### src/rtl/bin2bcd_seq.sv
// ============================================================================
// Module   : bin2bcd_seq
// Function : Sequential double-dabble binary-to-BCD converter, one shift/add-3
//            step per clock. Optional leading-zero blanking: BIN2BCD_BLANK_EN.
// Revision : 1.0 - initial release
// ============================================================================
`default_nettype none

module bin2bcd_seq #(
  parameter int IN_W   = 20,
  parameter int DIGITS = 7
) (
  input  logic                  clk,
  input  logic                  rst_n,
  input  logic                  in_valid,
  output logic                  in_ready,
  input  logic [IN_W-1:0]       bin_in,
  output logic                  out_valid,
  output logic [4*DIGITS-1:0]   bcd_out,
  output logic [DIGITS-1:0]     blank
);

  localparam int              BCD_W      = 4 * DIGITS;
  localparam int              CNT_W      = $clog2(IN_W);
  localparam logic [CNT_W-1:0] LAST_SHIFT = CNT_W'(IN_W - 1);

  typedef enum logic [1:0] {
    IDLE  = 2'd0,
    SHIFT = 2'd1,
    DONE  = 2'd2
  } state_t;

  state_t             state;
  logic [CNT_W-1:0]   count;
  logic [BCD_W-1:0]   bcd_work;
  logic [IN_W-1:0]    bin_work;
  logic [BCD_W-1:0]   bcd_adj;
  logic [BCD_W-1:0]   bcd_next;

  // All digits are corrected in parallel before the shift; max result is 12.
  generate
    for (genvar i = 0; i < DIGITS; i++) begin : g_adjust
      assign bcd_adj[4*i +: 4] = (bcd_work[4*i +: 4] >= 4'd5) ?
                                 (bcd_work[4*i +: 4] + 4'd3) : bcd_work[4*i +: 4];
    end
  endgenerate

  assign bcd_next = {bcd_adj[BCD_W-2:0], bin_work[IN_W-1]};

  // Reset holds the block unavailable even though state already reads IDLE.
  assign in_ready = rst_n && (state == IDLE);

`ifdef BIN2BCD_BLANK_EN
  logic [DIGITS-1:0] blank_next;

  generate
    for (genvar i = 0; i < DIGITS; i++) begin : g_blank
      if (i == 0) begin : g_ones
        assign blank_next[i] = 1'b0;
      end else begin : g_upper
        assign blank_next[i] = ~|bcd_next[BCD_W-1:4*i];
      end
    end
  endgenerate
`else
  assign blank = '0;
`endif

  always_ff @(posedge clk or negedge rst_n) begin
    if (!rst_n) begin
      state     <= IDLE;
      count     <= '0;
      bcd_work  <= '0;
      bin_work  <= '0;
      bcd_out   <= '0;
      out_valid <= 1'b0;
`ifdef BIN2BCD_BLANK_EN
      blank     <= '0;
`endif
    end else begin
      case (state)
        IDLE: begin
          out_valid <= 1'b0;
          if (in_valid) begin
            bin_work <= bin_in;
            bcd_work <= '0;
            count    <= '0;
            state    <= SHIFT;
          end
        end
        SHIFT: begin
          bcd_work <= bcd_next;
          bin_work <= {bin_work[IN_W-2:0], 1'b0};
          count    <= count + 1'b1;
          if (count == LAST_SHIFT) begin
            bcd_out   <= bcd_next;
`ifdef BIN2BCD_BLANK_EN
            blank     <= blank_next;
`endif
            out_valid <= 1'b1;
            state     <= DONE;
          end
        end
        DONE: begin
          out_valid <= 1'b0;
          state     <= IDLE;
        end
        default: begin
          out_valid <= 1'b0;
          state     <= IDLE;
        end
      endcase
    end
  end

endmodule

`default_nettype wire

### config.mk
export PLATFORM = sky130hd
export DESIGN_NAME = bin2bcd_seq
export DESIGN_NICKNAME = d
export VERILOG_FILES = /design/src/rtl/bin2bcd_seq.sv
export SDC_FILE = /design/constraint.sdc
export NUM_CORES = 1
export LEC_CHECK = 0
export ABC_CLOCK_PERIOD_IN_PS = 3400
export CAP_MARGIN = 20
export CORE_MARGIN = 4
export CORE_UTILIZATION = 64
export CTS_CLUSTER_SIZE = 25
export DETAILED_ROUTE_END_ITERATION = 10
export DONT_BUFFER_PORTS = 1
export PLACE_DENSITY = 0.88
export SLEW_MARGIN = 15
export SYNTH_ARGS = -nofsm -noshare
export SYNTH_HDL_FRONTEND = slang
export SYNTH_SLANG_ARGS = --single-unit
### constraint.sdc
create_clock -name clk -period 3.4 [get_ports clk]
set_input_delay 0.34 -clock clk [delete_from_list [all_inputs] [get_ports clk]]
set_output_delay 0.34 -clock clk [all_outputs]
set_load 0.005 [all_outputs]
==> metrics.txt, run 1 <==
status finished, final reports clean; Register Area 0.002102 mm²; die area about 0.0075 mm²; die width 86.85 µm; fin crit period 2.137 ns; most frequent cells in the layout dfrtp_1, nand2_1, o21ai_0; Crit Path Class flop to flop; register area share after synthesis between 50% and 60%; RSZ-0062 raised after global routing false; Worst EP required about 3.6 ns; total global-route track usage approximately 23%; worst clock skew 0.008504 ns; routability cong. ~0.80; Pins Over Slew Limit 0; Synth warnings 0; Final Non-Filler Cells between 400 and 500; post-route ant nets 0; critical-path cell list ha_1, and4bb_1, nand2_8, inv_4, mux2_2; Mapped Avg Cell Area around 10 µm²; worst path arrival time 2.37 ns; pin count of the biggest net entering global routing 85; CP startpoint kind flop; CTS sink cnt 84; Clk Latency, worst-skew pair 0.35 ns; WL/cell 17.42 µm; CTS tree yes; DR vias 2,813; vias per cell between 6 and 7; First-pass DRT Iterations 5; normalized max-slew margin 60.33%; CP max-delay cell and4bb_1; CP max FO 30; nets 424; postcts setup bufs 0; # hold bufs at CTS 2; overall die height between 80 and 90 µm; DP HPWL 5350 µm; initial antenna violation count 1; worst hold path type input port to flop; fill count 431; setup TNS after final layout 0 ns; Crit. End Element flop; period utilization 62.86%; most common cell after layout, fill and taps aside dfrtp_1; post-synthesis register bit count 84; Area growth syn-to-layout 5.440%; final wirelength just over 8000 µm; core area 0.005991 mm²; Worst VDD drop 0.6179 mV; Top Family by Delay on Critical Path simple AND/OR/NAND/NOR gates; CTS resizes 0; layout cell share with drive strength beyond 1 11.51%; maximum capacitance violations 0; Finish-stage setup viols 0; Slew @ Worst Pin 0.5950 ns; Post-Syn Area 0.003979 mm²; count of cell types in the netlist 34; Achievable Freq 467.9 MHz; row count 28; multi-input logic area 0.001669 mm²; Starting Density 66.42%; IO Pins 60; DP Cell Count 448; drt drc 0; 1st-iter DRT viols 181; Clock H-tree levels 3; Reg clk slew, reported paths 0.08 ns; Worst Path Buf+Inv 1; Root Buffer clkbuf_8; worst hold margin 0.1073 ns; Power Total 4286 µW; Gate Count Post-Synth a little under 400; clock tree buffer depth 2; number of global-route vias before repair approximately 2,700; Power Density 1022 mW/mm²; crit-path max cell delay 0.60 ns; first-pass GRT wire length between 10,000 and 15,000 µm; LEAKAGE 0.001923 µW; final hold vios 0; number of port buffers 0; Inserted Clock Buffers 9; Final Util 70.03%; total gr overflow 0
## metrics by stage
stage                     cell area, µm²  setup WS (ns)
after global routing                4195          1.139
final                               4195          1.263
after floorplan                     4001          1.811
after CTS                           4190          1.280
after global placement              3936          1.399
after detailed placement            3936          1.293
## Yosys cell counts
cell type	number	area share, %
dfrtp_1	84	53
nand2_1	79	7.5
o21ai_0	50	6.3
a21oi_1	20	2.5
a22oi_1	19	3.6
ha_1	15	4.7
inv_1	14	1.3
mux2_2	11	3.1
buf_4	10	1.9
nand2b_1	8	1.3
a22o_1	7	1.5
a31oi_1	7	1.1
buf_2	7	0.88
nor3_1	7	0.88
or3b_2	7	1.5
xnor2_1	7	1.5
nor3b_1	6	1.1
clkbuf_1	5	0.47
buf_6	4	1.1
nor2_1	4	0.38
mux2_4	3	1.1
o21ai_1	3	0.38
nand3_1	2	0.25
nand4_1	2	0.31
and2_1	1	0.16
and2b_4	1	0.25
and4bb_1	1	0.31
conb_1	1	0.094
inv_4	1	0.16
nand2_8	1	0.50
nor2_2	1	0.16
nor3b_2	1	0.31
o31ai_1	1	0.19
xor2_1	1	0.22
## worst paths after layout
check                       startpoint      endpoint  slack, ns  cells past startpoint
setup / recovery              count[0]    bcd_out[9]       1.26                      5
setup reg to reg              count[0]    bcd_out[9]       1.26                      5
min in group asynchronous        rst_n  bcd_work[12]       0.54                      2
hold reg to reg            bin_work[2]   bin_work[2]       0.48                      2
hold / removal               bin_in[5]   bin_work[5]       0.11                      2
max in group asynchronous        rst_n  bin_work[17]       2.55                      2
## final cells by class
| type | count | area share [%] |
|---|---|---|
| Sequential cell | 84 | 50.10 |
| Multi-Input combinational cell | 272 | 39.79 |
| Clock buffer | 11 | 3.370 |
| Tap cell | 75 | 2.237 |
| Clock inverter | 5 | 1.789 |
| Inverter | 15 | 1.402 |
| Timing Repair Buffer | 4 | 1.253 |
| Antenna cell | 1 | 0.05965 |
## state kept, by name, summed over array words and instances, names as in the netlist
signal / cells
bcd_out: 28
state: 2
out_valid: 1
count: 5
bin_work: 20
bcd_work: 28
## cells by family after synthesis
family                   synth area share, %
AO/OA/AOI/OAI                          15.60
multiplexers                           4.245
flip-flops                             52.83
adder cells (fa/ha/maj)                4.717
AND/OR/NAND/NOR                        14.91
other                                0.09425
buffers and inverters                  5.849
XOR/XNOR                               1.761
## per-layer routing
layer	vias up	track usage (%)	routed length [µm]
met3	20	7.034	599
li1	1328	-	-
met1	1381	30.15	3227
met5	-	0	13
met2	82	36.37	4083
met4	2	9.632	211
## power breakdown
group / switching, µW / internal [µW] / leakage, µW
logic: 975 / 716 / 0.000736
registers: 382 / 1440 / 0.00107
clock network: 344 / 430 / 0.000113
total: 1700 / 2590 / 0.00192
(Power assumes the default switching activity.)
==> run 2, diff against run 1 <==
--- a/config.mk
+++ b/config.mk
@@ -5,14 +5,14 @@
 export SDC_FILE = /design/constraint.sdc
 export NUM_CORES = 1
 export LEC_CHECK = 0
-export ABC_CLOCK_PERIOD_IN_PS = 3400
+export ABC_CLOCK_PERIOD_IN_PS = 2200
 export CAP_MARGIN = 20
 export CORE_MARGIN = 4
-export CORE_UTILIZATION = 64
+export CORE_UTILIZATION = 63
 export CTS_CLUSTER_SIZE = 25
 export DETAILED_ROUTE_END_ITERATION = 10
 export DONT_BUFFER_PORTS = 1
-export PLACE_DENSITY = 0.88
+export PLACE_DENSITY = 0.87
 export SLEW_MARGIN = 15
 export SYNTH_ARGS = -nofsm -noshare
 export SYNTH_HDL_FRONTEND = slang
==> constraint.sdc (replaced) <==
create_clock -name clk -period 2.2 [get_ports clk]
set_input_delay 0.22 -clock clk [delete_from_list [all_inputs] [get_ports clk]]
set_output_delay 0.22 -clock clk [all_outputs]
set_load 0.005 [all_outputs]
==> run 2 against run 1 <==
Effect of this change: worst setup slack worse by 1.1 ns; sequential share of layout area is 2.7 points lower; first-iteration DRC count is 76% higher; fmax is 4.3% higher; utilization is 3.6 points higher; critical path type unchanged; largest cell class unchanged.
==> metrics.txt, run 2 (synthesis gave the netlist of run 1 again) <==
Crit Path Class flop to flop (unchanged); setup TNS after final layout 0 ns (unchanged); CP startpoint kind flop (unchanged); worst hold path type input port to flop (unchanged); final wirelength 8528 µm (was 8135 µm); number of port buffers 0 (unchanged); worst hold start bin_in[14] (was bin_in[5]); Area growth syn-to-layout 11.54% (was 5.440%); Root Buffer clkbuf_8 (unchanged); critical-path cell list and2b_4, buf_4, nand2_8, inv_4, mux2_2 (was ha_1, and4bb_1, nand2_8, inv_4, mux2_2); Crit. End Element flop (unchanged); status finished, final reports clean (unchanged); Power Density 1563 mW/mm² (was 1022 mW/mm²); Largest regs bcd_out x28, bcd_work x28, bin_work x20 (unchanged); most common cell after layout, fill and taps aside dfrtp_1 (unchanged); Clock H-tree levels 3 (unchanged); overall die height 87.47 µm (was 86.85 µm); CTS sink cnt 84 (unchanged); RR Startpoint state[1] (was count[0]); row count 28 (unchanged); die width 87.47 µm (was 86.85 µm); RSZ-0062 raised after global routing false (unchanged); most frequent cells in the layout dfrtp_1, nand2_1, o21ai_0 (unchanged); DP HPWL 5000 µm (was 5350 µm); routability cong. 0.7853 (was 0.7983); Clk Latency, worst-skew pair 0.35 ns (about the same); pin count of the biggest net entering global routing 85 (unchanged); 1st-iter DRT viols 319 (was 181); worst clock skew 0.01335 ns (was 0.008504 ns); WL/cell 17.48 µm (was 17.42 µm); number of global-route vias before repair 2,839 (was 2,734); layout cell share with drive strength beyond 1 11.62% (was 11.51%); fin crit period 2.049 ns (was 2.137 ns); CTS resizes 0 (unchanged); Reg clk slew, reported paths 0.09 ns (was 0.08 ns); register-to-register setup slack 0.15 ns (was 1.26 ns); total global-route track usage 23.97% (was 23.22%); post-route ant nets 0 (unchanged); Hold EP bin_work[14] (was bin_work[5]); Finish-stage setup viols 0 (unchanged); n_diodes 0 (was 1); postcts setup bufs 0 (unchanged); LEAKAGE 0.002033 µW (was 0.001923 µW); drt drc 0 (unchanged); Achievable Freq 488.0 MHz (was 467.9 MHz); First-pass DRT Iterations 5 (unchanged); period utilization 93.14% (was 62.86%); Top Family by Delay on Critical Path buffers and inverters (was simple AND/OR/NAND/NOR gates); worst path arrival time 2.29 ns (was 2.37 ns); maximum capacitance violations 0 (unchanged); die area 0.007651 mm² (was 0.007542 mm²); Pins Over Slew Limit 0 (unchanged); nets 446 (was 424); crit-path max cell delay 0.41 ns (was 0.60 ns); CTS tree yes (unchanged); clock tree buffer depth 2 (unchanged); worst reg2reg path endpoint bcd_out[17] (was bcd_out[9]); fill count 385 (was 431); initial antenna violation count 0 (was 1); first-pass GRT wire length 14,090 µm (was 13,440 µm); DR vias 2,909 (was 2,813); vias per cell 5.961 (was 6.024); CP max FO 39 (was 30); Starting Density 66.03% (was 66.42%); Hold Path Cell Cnt 2 (unchanged); Worst VDD drop 0.8282 mV (was 0.6179 mV); core area 0.006026 mm² (was 0.005991 mm²); Worst EP required 2.44 ns (was 3.63 ns); Worst R2R Path Depth 5 (unchanged); CP max-delay cell dfrtp_1 (was and4bb_1); total gr overflow 0 (unchanged); Worst Path Buf+Inv 2 (was 1); IO Pins 60 (unchanged); Power Total 6937 µW (was 4286 µW); final hold vios 0 (unchanged); Inserted Clock Buffers 9 (unchanged)
[run 2: changes by cell type in the layout (fill, tap and decap cells not counted)]
cell	delta
diode_2	-1
clkbuf_8	+1
buf_4	+3
nand2b_1	+1
buf_6	+1
clkinv_2	-2
dlygate4sd3_1	+18
nand2b_2	-1
bufinv_16	+1
[run 2: per-stage QoR]
stage | worst slack, ns | cell area [µm²] | hold WS [ns] | instances | utilization [%]
final | 0.1509 | 4438 | 0.01474 | 488 | 73.65
after global routing | 0.04091 | 4438 | 0.008290 | 488 | 73.65
after CTS | 0.08170 | 4417 | 0.005267 | 486 | 73.30
after detailed placement | 0.1237 | 3959 | -0.07322 | 451 | 65.70
after global placement | 0.1567 | 3959 | -0.07276 | 451 | 65.70
after floorplan | 0.6114 | 4001 | -0.07559 | 397 | -
[run 2: report_power, final]
| part | internal (µW) | total, µW | switching, µW |
|---|---|---|---|
| logic | 1180 | 2760 | 1580 |
| registers | 2220 | 2810 | 585 |
| clock network | 816 | 1370 | 549 |
[run 2: layout make-up]
cell class                      instances  area, µm²  area share, %
Multi-Input combinational cell        272       1667          37.55
Clock buffer                           12      155.1          3.496
Tap cell                               75      93.84          2.114
Inverter                               15      58.81          1.325
Timing Repair Buffer                   26      266.5          6.005
Sequential cell                        84       2102          47.36
Clock inverter                          4      95.09          2.143
[run 2: how the worst max path moves through the flow]
stage / slack [ns] / startpoint / end / cells after the start
after floorplan: 0.61 / count[0] / bcd_out[21] / 7
after global placement: 0.16 / state[0] / bin_work[0] / 4
after detailed placement: 0.12 / state[0] / bin_work[15] / 5
after CTS: 0.08 / state[0] / bin_work[15] / 5
after global routing: 0.04 / state[1] / bcd_out[5] / 5
final: 0.15 / state[1] / bcd_out[17] / 5
[run 2: worst register-to-register path, cell delays in order (launching register included)]
cell     delay, ns
dfrtp_1       0.41
and2b_4       0.26
buf_4         0.40
nand2_8       0.23
inv_4         0.25
mux2_2        0.37
[run 2: what timing repair did]
item | 4_1_cts | 5_1_grt
hold buffers | 19 | 1
endpoints found under the hold margin | 101 | 1
endpoints found under the setup margin | 0 | 0
[run 2: per-layer routing]
layer	wire length (µm)	track usage [%]	share of wire [%]
met5	0	0	0
met1	3590	32.75	42
met3	473	6.055	5.5
met4	213	9.484	2.5
met2	4251	36.85	50
==> run 3, diff against run 2 <==
--- a/config.mk
+++ b/config.mk
@@ -12,7 +12,7 @@
 export CTS_CLUSTER_SIZE = 25
 export DETAILED_ROUTE_END_ITERATION = 10
 export DONT_BUFFER_PORTS = 1
-export PLACE_DENSITY = 0.87
+export PLACE_DENSITY = 0.79
 export SLEW_MARGIN = 15
 export SYNTH_ARGS = -nofsm -noshare
 export SYNTH_HDL_FRONTEND = slang
==> run 3 against run 2 <==
Effect of this change: final cell count fell by 1.8%; first-iteration DRC count fell by 37%; clock-buffer cell count fell by 1; non-clock buffer count fell by 8; critical path depth did not move; utilization fell by 2.0 points; sequential share of layout area rose by 1.3 points; global-route usage fell by 2.2 points; flip-flop and latch count did not move; register-to-register slack improved by 0.21 ns; via count fell by 3.7%; critical path type unchanged.
==> metrics.txt, run 3 (synthesis gave the netlist of run 1 again) <==
CP startpoint kind flop (unchanged); # hold bufs at CTS 13 (was 19); Clock H-tree levels 3 (unchanged); Inserted Clock Buffers 9 (unchanged); initial antenna violation count 0 (unchanged); worst reg2reg path endpoint bcd_out[5] (was bcd_out[17]); CTS sink cnt 84 (unchanged); worst path arrival time 2.07 ns (was 2.29 ns); number of port buffers 0 (unchanged); Clock Power Share 16.5% (was 19.7%); nets 438 (was 446); worst clock skew 0.009290 ns (was 0.01335 ns); drt drc 0 (unchanged); total gr overflow 0 (unchanged); postcts setup bufs 0 (unchanged); total global-route track usage 21.74% (was 23.97%); DP HPWL 4928 µm (was 5000 µm); RSZ-0062 raised after global routing false (unchanged); Register Area 0.002102 mm² (unchanged); switching share of power 39.48% (was 39.18%); die area 0.007651 mm² (unchanged); first-pass GRT wire length 13,020 µm (was 14,090 µm); row count 28 (unchanged); maximum capacitance violations 0 (unchanged); Power Internal 3948 µW (was 4218 µW); worst hold path type input port to flop (unchanged); Hold Path Cell Cnt 1 (was 2); Power Density 1512 mW/mm² (was 1563 mW/mm²); critical-path cell list ha_1, and4bb_1, nand2_8, inv_4, mux2_2 (was and2b_4, buf_4, nand2_8, inv_4, mux2_2); Area growth syn-to-layout 8.459% (was 11.54%); post-route ant nets 0 (unchanged); fill count 442 (was 385); setup TNS after final layout 0 ns (unchanged); LEAKAGE 0.001966 µW (was 0.002033 µW); overall die height 87.47 µm (unchanged); clock tree buffer depth 2 (unchanged); pin count of the biggest net entering global routing 85 (unchanged); vias per cell 5.850 (was 5.961); routability cong. 0.7323 (was 0.7853); IO Pins 60 (unchanged); final wirelength 7740 µm (was 8528 µm); layout cell share with drive strength beyond 1 11.39% (was 11.62%); 1st-iter DRT viols 202 (was 319); crit-path max cell delay 0.40 ns (was 0.41 ns); Pins Over Slew Limit 0 (unchanged); RR Startpoint count[0] (was state[1]); Flop pwr share 42.8% (was 40.5%); Achievable Freq 542.6 MHz (was 488.0 MHz); n_diodes 0 (unchanged); worst hold start bin_in[0] (was bin_in[14]); Worst EP required 2.43 ns (was 2.44 ns); Hold EP bin_work[0] (was bin_work[14]); DR vias 2,802 (was 2,909); Combinational Power Share 40.7% (was 39.8%); WL/cell 16.16 µm (was 17.48 µm); Starting Density 66.03% (unchanged); Clk Latency, worst-skew pair 0.34 ns (was 0.35 ns); worst hold margin 0.01433 ns (was 0.01474 ns); CP max FO 30 (was 39); Largest regs bcd_out x28, bcd_work x28, bin_work x20 (unchanged); Crit Path Class flop to flop (unchanged); most frequent cells in the layout dfrtp_1, nand2_1, o21ai_0 (unchanged); Crit. End Element flop (unchanged); final hold vios 0 (unchanged); status finished, final reports clean (unchanged); number of global-route vias before repair 2,824 (was 2,839); die width 87.47 µm (unchanged); CTS resizes 0 (unchanged); Root Buffer clkbuf_8 (unchanged); CP max-delay cell dfrtp_1 (unchanged); Worst R2R Path Depth 5 (unchanged); core area 0.006026 mm² (unchanged); fin crit period 1.843 ns (was 2.049 ns); most common cell after layout, fill and taps aside dfrtp_1 (unchanged); Reg clk slew, reported paths 0.08 ns (was 0.09 ns); Worst VDD drop 1.357 mV (was 0.8282 mV); period utilization 83.77% (was 93.14%); multi-input logic area 0.001672 mm² (was 0.001667 mm²); CTS tree yes (unchanged); Finish-stage setup viols 0 (unchanged); NetSw 2576 µW (was 2718 µW); First-pass DRT Iterations 4 (was 5); register-to-register setup slack 0.36 ns (was 0.15 ns)
run 3: cell count changes in the layout (fill, tap and decap cells not counted), sizes merged:
cell | before | now
clkbuf | 12 | 11
dlygate4sd3 | 19 | 12
bufinv | 3 | 1
buf | 7 | 6
clkinvlp | 0 | 2
run 3: stage by stage:
stage	util (%)	power, µW	cell area [µm²]	setup slack (ns)	cells
after floorplan	-	4820	4001	0.6114	397
after global placement	65.66	5214	3956	0.3339	450
after detailed placement	65.66	5393	3956	0.2715	450
after CTS	71.28	6511	4295	0.2528	478
after global routing	71.62	7101	4315	0.2432	479
final	71.62	6524	4315	0.3572	479
run 3: power by group through the flow:
| stage | clock, µW | sequential [µW] | combinational (µW) |
|---|---|---|---|
| 2_1_floorplan | 0 | 2650 | 2170 |
| 3_3_place_gp | 0 | 2790 | 2430 |
| 3_5_place_dp | 0 | 2820 | 2580 |
| 4_1_cts | 1090 | 2800 | 2620 |
| 5_1_grt | 1150 | 2890 | 3060 |
| 6_report | 1080 | 2790 | 2650 |
run 3: worst max path at each step:
stage                        start  slack, ns  cells after the start            to
after global routing      count[0]       0.24                      5    bcd_out[5]
after floorplan           count[0]       0.61                      7   bcd_out[21]
after detailed placement  state[0]       0.27                      4  bcd_work[19]
after CTS                 state[0]       0.25                      4  bcd_work[19]
after global placement    state[0]       0.33                      4  bcd_work[23]
final                     count[0]       0.36                      5    bcd_out[5]
run 3: layer usage:
metal | vias up | global-route usage [%] | share of wire [%]
met3 | 12 | 5.393 | 6.2
met5 | - | 0 | 0
li1 | 1345 | - | -
met4 | 0 | 7.531 | 1.8
met2 | 78 | 35.41 | 49
met1 | 1367 | 28.41 | 43
run 3: critical path, delay by kind of cell, from the launching register on:
family / cells / cell delay [ns]
fa+ha+maj: 1 / 0.22
buf+inv: 1 / 0.22
flops: 1 / 0.40
mux: 1 / 0.36
simple gates: 2 / 0.53
run 3: final cells by class:
type	instances	share of cell area, %
flip-flops and latches	84	48.71
multi-input cells	272	38.74
repair buffers	18	4.581
clock buffers	11	3.276
well taps	75	2.175
inverters	15	1.363
clock inverters	4	1.160
